## src/rtl/uart_tx.sv

```systemverilog
// UART transmitter: 8 data bits, LSB first, no parity, 1 or 2 stop bits.
// Frame = start bit (low), 8 data bits, STOP_BITS stop bits (high); each
// bit lasts CLKS_PER_BIT cycles of fpga_clk. Both outputs are registered.
module uart_tx #(
  parameter int unsigned CLKS_PER_BIT = 868,
  parameter int unsigned STOP_BITS    = 1
) (
  input  logic       fpga_clk,
  input  logic       nrst,
  input  logic       tx_en,
  input  logic [7:0] din,
  output logic       sout,
  output logic       busy_tx
);

  localparam int unsigned CNT_W = (CLKS_PER_BIT > 1) ? $clog2(CLKS_PER_BIT) : 1;
  localparam logic [CNT_W-1:0] CNT_LAST  = CNT_W'(CLKS_PER_BIT - 1);
  localparam logic [2:0]       STOP_LAST = 3'(STOP_BITS - 1);

  typedef enum logic [1:0] {
    IDLE,
    START,
    DATA,
    STOP
  } state_e;

  state_e           state_q, state_d;
  logic [CNT_W-1:0] cnt_q,   cnt_d;
  logic [2:0]       bit_q,   bit_d;
  logic [7:0]       shift_q, shift_d;
  logic             sout_q,  sout_d;
  logic             busy_q,  busy_d;
  logic             bit_done;

  assign bit_done = (cnt_q == CNT_LAST);
  assign sout     = sout_q;
  assign busy_tx  = busy_q;

  // State, counters, shift register and registered outputs
  always_ff @(posedge fpga_clk or negedge nrst) begin
    if (!nrst) begin
      state_q <= IDLE;
      cnt_q   <= '0;
      bit_q   <= '0;
      shift_q <= '0;
      sout_q  <= 1'b1;
      busy_q  <= 1'b0;
    end else begin
      state_q <= state_d;
      cnt_q   <= cnt_d;
      bit_q   <= bit_d;
      shift_q <= shift_d;
      sout_q  <= sout_d;
      busy_q  <= busy_d;
    end
  end

  // Next-state logic; sout_d always carries the level for the coming bit so
  // the output register changes on the same edge as the bit boundary.
  // bit_q doubles as the stop-bit index while in STOP.
  always_comb begin
    state_d = state_q;
    cnt_d   = cnt_q;
    bit_d   = bit_q;
    shift_d = shift_q;
    sout_d  = sout_q;
    busy_d  = busy_q;
    unique case (state_q)
      IDLE: begin
        sout_d = 1'b1;
        busy_d = 1'b0;
        cnt_d  = '0;
        bit_d  = '0;
        if (tx_en) begin
          shift_d = din;
          state_d = START;
          sout_d  = 1'b0;
          busy_d  = 1'b1;
        end
      end
      START: begin
        if (bit_done) begin
          cnt_d   = '0;
          bit_d   = '0;
          state_d = DATA;
          sout_d  = shift_q[0];
          shift_d = {1'b0, shift_q[7:1]};
        end else begin
          cnt_d = cnt_q + CNT_W'(1);
        end
      end
      DATA: begin
        if (bit_done) begin
          cnt_d = '0;
          if (bit_q == 3'd7) begin
            bit_d   = '0;
            state_d = STOP;
            sout_d  = 1'b1;
          end else begin
            bit_d   = bit_q + 3'd1;
            sout_d  = shift_q[0];
            shift_d = {1'b0, shift_q[7:1]};
          end
        end else begin
          cnt_d = cnt_q + CNT_W'(1);
        end
      end
      STOP: begin
        if (bit_done) begin
          cnt_d = '0;
          if (bit_q == STOP_LAST) begin
            bit_d   = '0;
            state_d = IDLE;
            sout_d  = 1'b1;
            busy_d  = 1'b0;
          end else begin
            bit_d = bit_q + 3'd1;
          end
        end else begin
          cnt_d = cnt_q + CNT_W'(1);
        end
      end
      default: begin
        state_d = IDLE;
        cnt_d   = '0;
        bit_d   = '0;
        sout_d  = 1'b1;
        busy_d  = 1'b0;
      end
    endcase
  end

endmodule

```

## config.mk

```make
export PLATFORM = sky130hd
export DESIGN_NAME = uart_tx
export DESIGN_NICKNAME = d
export VERILOG_FILES = /design/src/rtl/uart_tx.sv
export SDC_FILE = /design/constraint.sdc
export NUM_CORES = 1
export LEC_CHECK = 0
export BUFFER_PORTS_ARGS = -buffer_cell sky130_fd_sc_hd__buf_2
export CORE_ASPECT_RATIO = 0.6
export CORE_MARGIN = 4
export CORE_UTILIZATION = 25
export CTS_CLUSTER_SIZE = 24
export DETAILED_ROUTE_END_ITERATION = 8
export GPL_ROUTABILITY_DRIVEN = 0
export SETUP_SLACK_MARGIN = 0.15
export SLEW_MARGIN = 20
export SYNTH_ARGS = -nofsm -noshare
export SYNTH_HDL_FRONTEND = slang
export SYNTH_SLANG_ARGS = --single-unit
```

## constraint.sdc

```tcl
create_clock -name fpga_clk -period 2.05 [get_ports fpga_clk]
set_input_delay 0.205 -clock fpga_clk [delete_from_list [all_inputs] [get_ports fpga_clk]]
set_output_delay 0.205 -clock fpga_clk [all_outputs]
set_load 0.005 [all_outputs]
```

### Word-level counts from Yosys, hierarchy flattened

Index checks and enable logic that the tools add are counted.

| word-level totals | value |
|---|---|
| register bits after elaboration | 25 |
| input port bits | 11 |
| word-level logic and storage cells | 61 |
| output and inout bits | 2 |

| operators by class | value |
|---|---|
| reductions and logical operators | 10 |
| eq/ne operators | 12 |
| muxes and demuxes | 31 |
| add/sub/neg operators | 2 |

Operators by type and width:

| cell | number |
|---|---|
| $mux 8 | 4 |
| $pmux 8 s3 | 1 |
| $pmux 10 s2 | 1 |
| $mux 3 | 5 |
| $ne 2x2->1 const B | 7 |
| $mux 2 | 6 |
| $pmux 3 s4 | 1 |
| $add 10x1->10 const B | 1 |
| $eq 10x10->1 const B | 1 |
| $mux 10 | 1 |
| $mux 1 | 9 |
| $pmux 2 s4 | 1 |
| $reduce_and 3->1 | 2 |
| $reduce_and 6->1 | 1 |
| $reduce_and 5->1 | 1 |
| $eq 2x2->1 const B | 2 |
| $pmux 1 s4 | 1 |
| $reduce_and 4->1 | 1 |
| $add 3x1->3 const B | 1 |
| $eq 3x3->1 const B | 1 |
| $logic_not 3->1 | 1 |
| $reduce_bool 3->1 | 1 |
| $reduce_or 3->1 | 1 |
| $eq 2x1->1 const B | 1 |
| 3 further kinds | 3 |

### Longest topological paths before layout

| logic depth | value |
|---|---|
| depth in word-level cells | 4 |
| gate-level depth with buffers | 7 |
| gate-level depth less buffers | 6 |

### Worst setup path before layout

No wires, ideal clock.

| timing | value |
|---|---|
| path kind | register -> register |
| start | reg state_q[0] |
| end | reg shift_q[0] |
| slack | -0.023 ns |
| buffers on the path | 1 |
| clock period less this slack | 2.073 ns |
| library setup time | 0.125 ns |
| stages on the path, launching flop included | 8 |
| data arrival time | 1.949 ns |
| path through | dfrtp_1 -> inv_1 -> ha_1 -> or4_1 -> o32ai_1 -> o221a_2 -> buf_6 -> mux2_2 |

| on the way | value |
|---|---|
| word-level cells in the longest chain between the ends | 3 |

RTL lines:

| item | line | source |
|---|---|---|
| start: declaration | 27 | `state_e state_q, state_d;` |
| start signal: assignment | 49 | `state_q <= state_d;` |
| $eq 2x2->1, or another cell as far along | 68 | `unique case (state_q)` |
| $ne 2x2->1 (no source line) or $reduce_bool 3->1 (tied branches) | -- |  |
| $reduce_and 5->1 (no source line) | -- |  |
| end signal: assignment | 52 | `shift_q <= shift_d;` |
| end: declaration | 30 | `logic [7:0] shift_q, shift_d;` |

Several ways; a longest one is shown, not always the timed one.
A chain may end at the register's enable or synchronous reset.

### Worst setup path in the final report

| timing | value |
|---|---|
| start | reg bit_q[0] |
| end | reg shift_q[1] |

| on the way | value |
|---|---|
| word-level cells in the longest chain between the ends | 3 |

RTL lines:

| item | line | source |
|---|---|---|
| start: declaration | 29 | `logic [2:0] bit_q, bit_d;` |
| start signal: assignment | 51 | `bit_q <= bit_d;` |
| $eq 3x3->1 | 95 | `if (bit_q == 3'd7) begin` |
| $ne 2x2->1 (no source line) | -- |  |
| $reduce_and 5->1 (no source line) | -- |  |

Every way passes these cells.

==> out/summary.log <==
INFO  global_route   first_global_vias=945
INFO  critical_path  endpoint_kind=flip-flop
INFO  critical_path  critPathMaxFanout=8
INFO  logic_synthesis syn-cell-area=1390squm
INFO  global_route   global_route.overflow_total=0
INFO  critical_path  critical_path.max_stage_delay=0.42ns
INFO  floorplanning  design.die.area=6860squm
INFO  critical_path  crit-reg2reg-capture=shift_q[1]
INFO  detailed_routing final_antenna_net_count=0
INFO  critical_path  cp.arrival=2.16ns
INFO  detailed_routing avgRoutedWirePerCell=12.9um
INFO  hold_path      hold-path-cell-count=3
INFO  clocking       clk_root_buffer_cell=clkbuf_8
INFO  timing         clock_skew=0.0135ns
INFO  finish         finalNonFillerCells=214
INFO  power          power.net_switching=0.176mW
INFO  power          pwr_density_cell=477nW/um^2
INFO  detailed_routing drt_first_iter_violations=27
INFO  timing         finalSetupViolCount=0
INFO  logic_synthesis synth.distinct_cells=33
INFO  critical_path  cp_depth=5
INFO  timing         rsz_0062_raised_after_global_routing=yes
INFO  clocking       numCtsBuffers=3
INFO  critical_path  cp_top_family=adder cells
INFO  global_route   maximum_number_of_pins_on_one_net_before_global_route_repair=26
INFO  critical_path  critical_path_required=2.21ns
INFO  floorplanning  core-area=5200squm
INFO  finish         area_delta_synth_final=22.7%
INFO  floorplanning  floorplan.die.width=104um
INFO  floorplanning  ioPinCount=13
INFO  finish         finish.utilization=32.8%
INFO  detailed_routing drc=0
INFO  clocking       cts_tree=done
INFO  job            drv.max_cap_violation_count=0
INFO  place          place.detailed.instances=208
INFO  place          detailedPlacementHpwl=1.99mm
INFO  clocking       htreeDepth=1
INFO  timing         upper_clock_frequency_limit=0.500GHz
INFO  place          port_buffers=12
INFO  global_route   grt_use_total=8.78%
INFO  critical_path  critPathLaunchType=flip-flop
INFO  logic_synthesis syn_inst=125
INFO  timing         maxSlewViolCount=0
INFO  floorplanning  placementRows=20
INFO  detailed_routing post_drt_via_cell_ratio=4.50
INFO  critical_path  crit_chain=ha_1 -> ha_1 -> nor4_2 -> o221a_4 -> mux2_2
INFO  logic_synthesis net_count_after_synthesis=145
INFO  detailed_routing wl=2.76mm
INFO  hold_path      worst_hold_path_type=in2reg
INFO  logic_synthesis synth.yosys.warnings=0
INFO  timing         total_negative_setup_slacks=0ns
INFO  timing         fin_worst_hold_slack=0.276ns
INFO  critical_path  worst_path_max_delay_cell=dfrtp_1
INFO  critical_path  critical_path_buf_inv_count=0
INFO  timing         finalHoldViolCount=0
INFO  finish         n_antenna_cell=0
INFO  logic_synthesis synth-seq-cells=25
INFO  logic_synthesis synth.avg_cell_area=11.1squm
INFO  clocking       clkSinkCount=25
INFO  detailed_routing met2_wire_length=1.10mm
INFO  finish         most_frequent_cells_in_the_layout=24 x dfrtp_1, 17 x mux2_2, 13 x nor2_1
INFO  critical_path  rrSetupSlack=0.05ns
INFO  power          total_power=0.813mW
INFO  detailed_routing wirelength_met1=1.52mm
INFO  detailed_routing route.top_layer_used=met4
INFO  floorplanning  die_h=65.8um
INFO  power          seqPwrFrac=60.6%
INFO  critical_path  worst_r2r_path_depth=5
INFO  finish         nets=169
INFO  timing         tightest_slew=0.573ns
INFO  detailed_routing number_of_search_and_repair_iterations_in_the_first_detailed_routing_pass=4
INFO  floorplanning  initial_core_util=26.7%
INFO  finish         layout_commonest_cell=dfrtp_1
INFO  critical_path  worstSetupEndpoint=shift_q[1]
INFO  detailed_routing route.vias.total=962
INFO  power          power.ir.vdd_worst=0.194mV
INFO  power          internal_power=0.637mW
INFO  critical_path  start_to_end_type_of_the_worst_setup_path=reg2reg
INFO  timing         period_share=97.6%
INFO  power          pwr-share-comb=2.7%
INFO  timing         timing.slew.headroom=61.8%
INFO  timing         period_minus_slack=2.00ns
INFO  logic_synthesis yosysSeqAreaShare=45.1%
INFO  global_route   first_pass_grt_wire_length=4.73mm
INFO  finish         final_layout_size_suffix_gt1_share=37.8%
INFO  critical_path  path_common_cell=ha_1
INFO  power          power_share_of_the_clock_group=36.8%
INFO  critical_path  worst_r2r_startpoint=bit_q[0]
INFO  run_status     status=completed
INFO  clocking       clkSlewWorstSetupHoldPaths=0.10ns
INFO  critical_path  worstSetupStartpoint=bit_q[0]
INFO  power          standby_leakage_power=0.818nW
INFO  clocking       clk_latency=0.28ns
INFO  global_route   grt_antenna_before_repair=0
INFO  detailed_routing detailroute.wirelength.met3=96um
INFO  power          power.switching_fraction=21.6%
INFO  clocking       clock_path_buffers=2
state kept, by name, indices dropped and copies added (netlist names):
register	count
cnt_q	10
shift_q	8
bit_q	3
state_q	2
busy_tx	1
sout	1
area by class of cell:
cell class	instances	area, sq um
Fill cell	537	3500
Tap cell	66	82.6
Clock buffer	3	41.3
Inverter	7	26.3
Multi-Input combinational cell	89	778
Timing Repair Buffer	23	145
Sequential cell	25	627
Clock inverter	1	5.00
layer usage:
layer	up-vias	track usage, %
li1	484	-
met2	15	12.1
met1	458	12.6
met3	5	2.36
met5	-	0
met4	0	3.98
cells in the mapped netlist, drive strengths merged:
library cell  count  area [sq um]
dfrtp            24           601
nand4b            1          8.76
or4               1          7.51
o211ai            1          7.51
a21o              1          7.51
ha                9           113
mux2i             3          30.0
and3              2          12.5
nor2             14          52.6
a22oi             1          7.51
nor4              1          6.26
and4              1          8.76
o221ai            1          8.76
nand3             3          15.0
nand2             4          15.0
a21oi             1          5.00
xnor2             2          17.5
nor3              2          15.0
dfstp             1          26.3
nand2b            3          18.8
or3               3          18.8
o32ai             1          8.76
o21ai             4          20.0
inv               7          26.3
clkbuf            1          3.75
nor2b             2          12.5
buf               3          26.3
o221a             2          22.5
xor2              6          52.6
nand4             2          12.5
mux2             18           203
kinds of logic after synthesis:
group	after synthesis	share of synthesized area [%]
flops	25	45.1
xor+xnor	8	5.04
simple gates	39	14.7
buf+inv	11	4.05
compound gates	12	6.30
mux	21	16.7
fa+ha+maj	9	8.10
how the worst min path moves through the flow:
| stage | from | slack [ns] | to |
|---|---|---|---|
| global placement | nrst | 0.24 | bit_q[1] |
| CTS | din[3] | 0.27 | shift_q[3] |
| global route | din[5] | 0.28 | shift_q[5] |
| detailed placement | nrst | 0.24 | bit_q[1] |
| floorplan | nrst | -0.09 | bit_q[0] |
| finish | din[3] | 0.28 | shift_q[3] |
repair_timing:
item	CTS	global route
buffers inserted	0	1
gates resized for setup	4	6
hold buffers	1	0
setup endpoints to repair	8	19
hold endpoints to repair	24	0
pin swaps	1	1
power groups by stage:
stage                     clock network [mW]  logic [mW]  registers, mW
final                                  0.299      0.0216          0.493
after global routing                   0.338      0.0252          0.493
after CTS                              0.310      0.0227          0.493
after detailed placement                   0      0.0210          0.502
after global placement                     0      0.0211          0.502
after floorplan                            0    0.000457          0.503
worst min-delay path: stages:
cell    delay (ns)
buf_2         0.07
mux2_2        0.12
mux2_2        0.13
metrics by stage:
stage                     worst slack (ns)  area (sq um)
after detailed placement           -0.0123          1580
after global placement              0.0331          1580
final                               0.0486          1710
after global routing               -0.0215          1710
after floorplan                     0.0715          1400
after CTS                           0.0487          1670
Power figures use the tool's default switching activity.
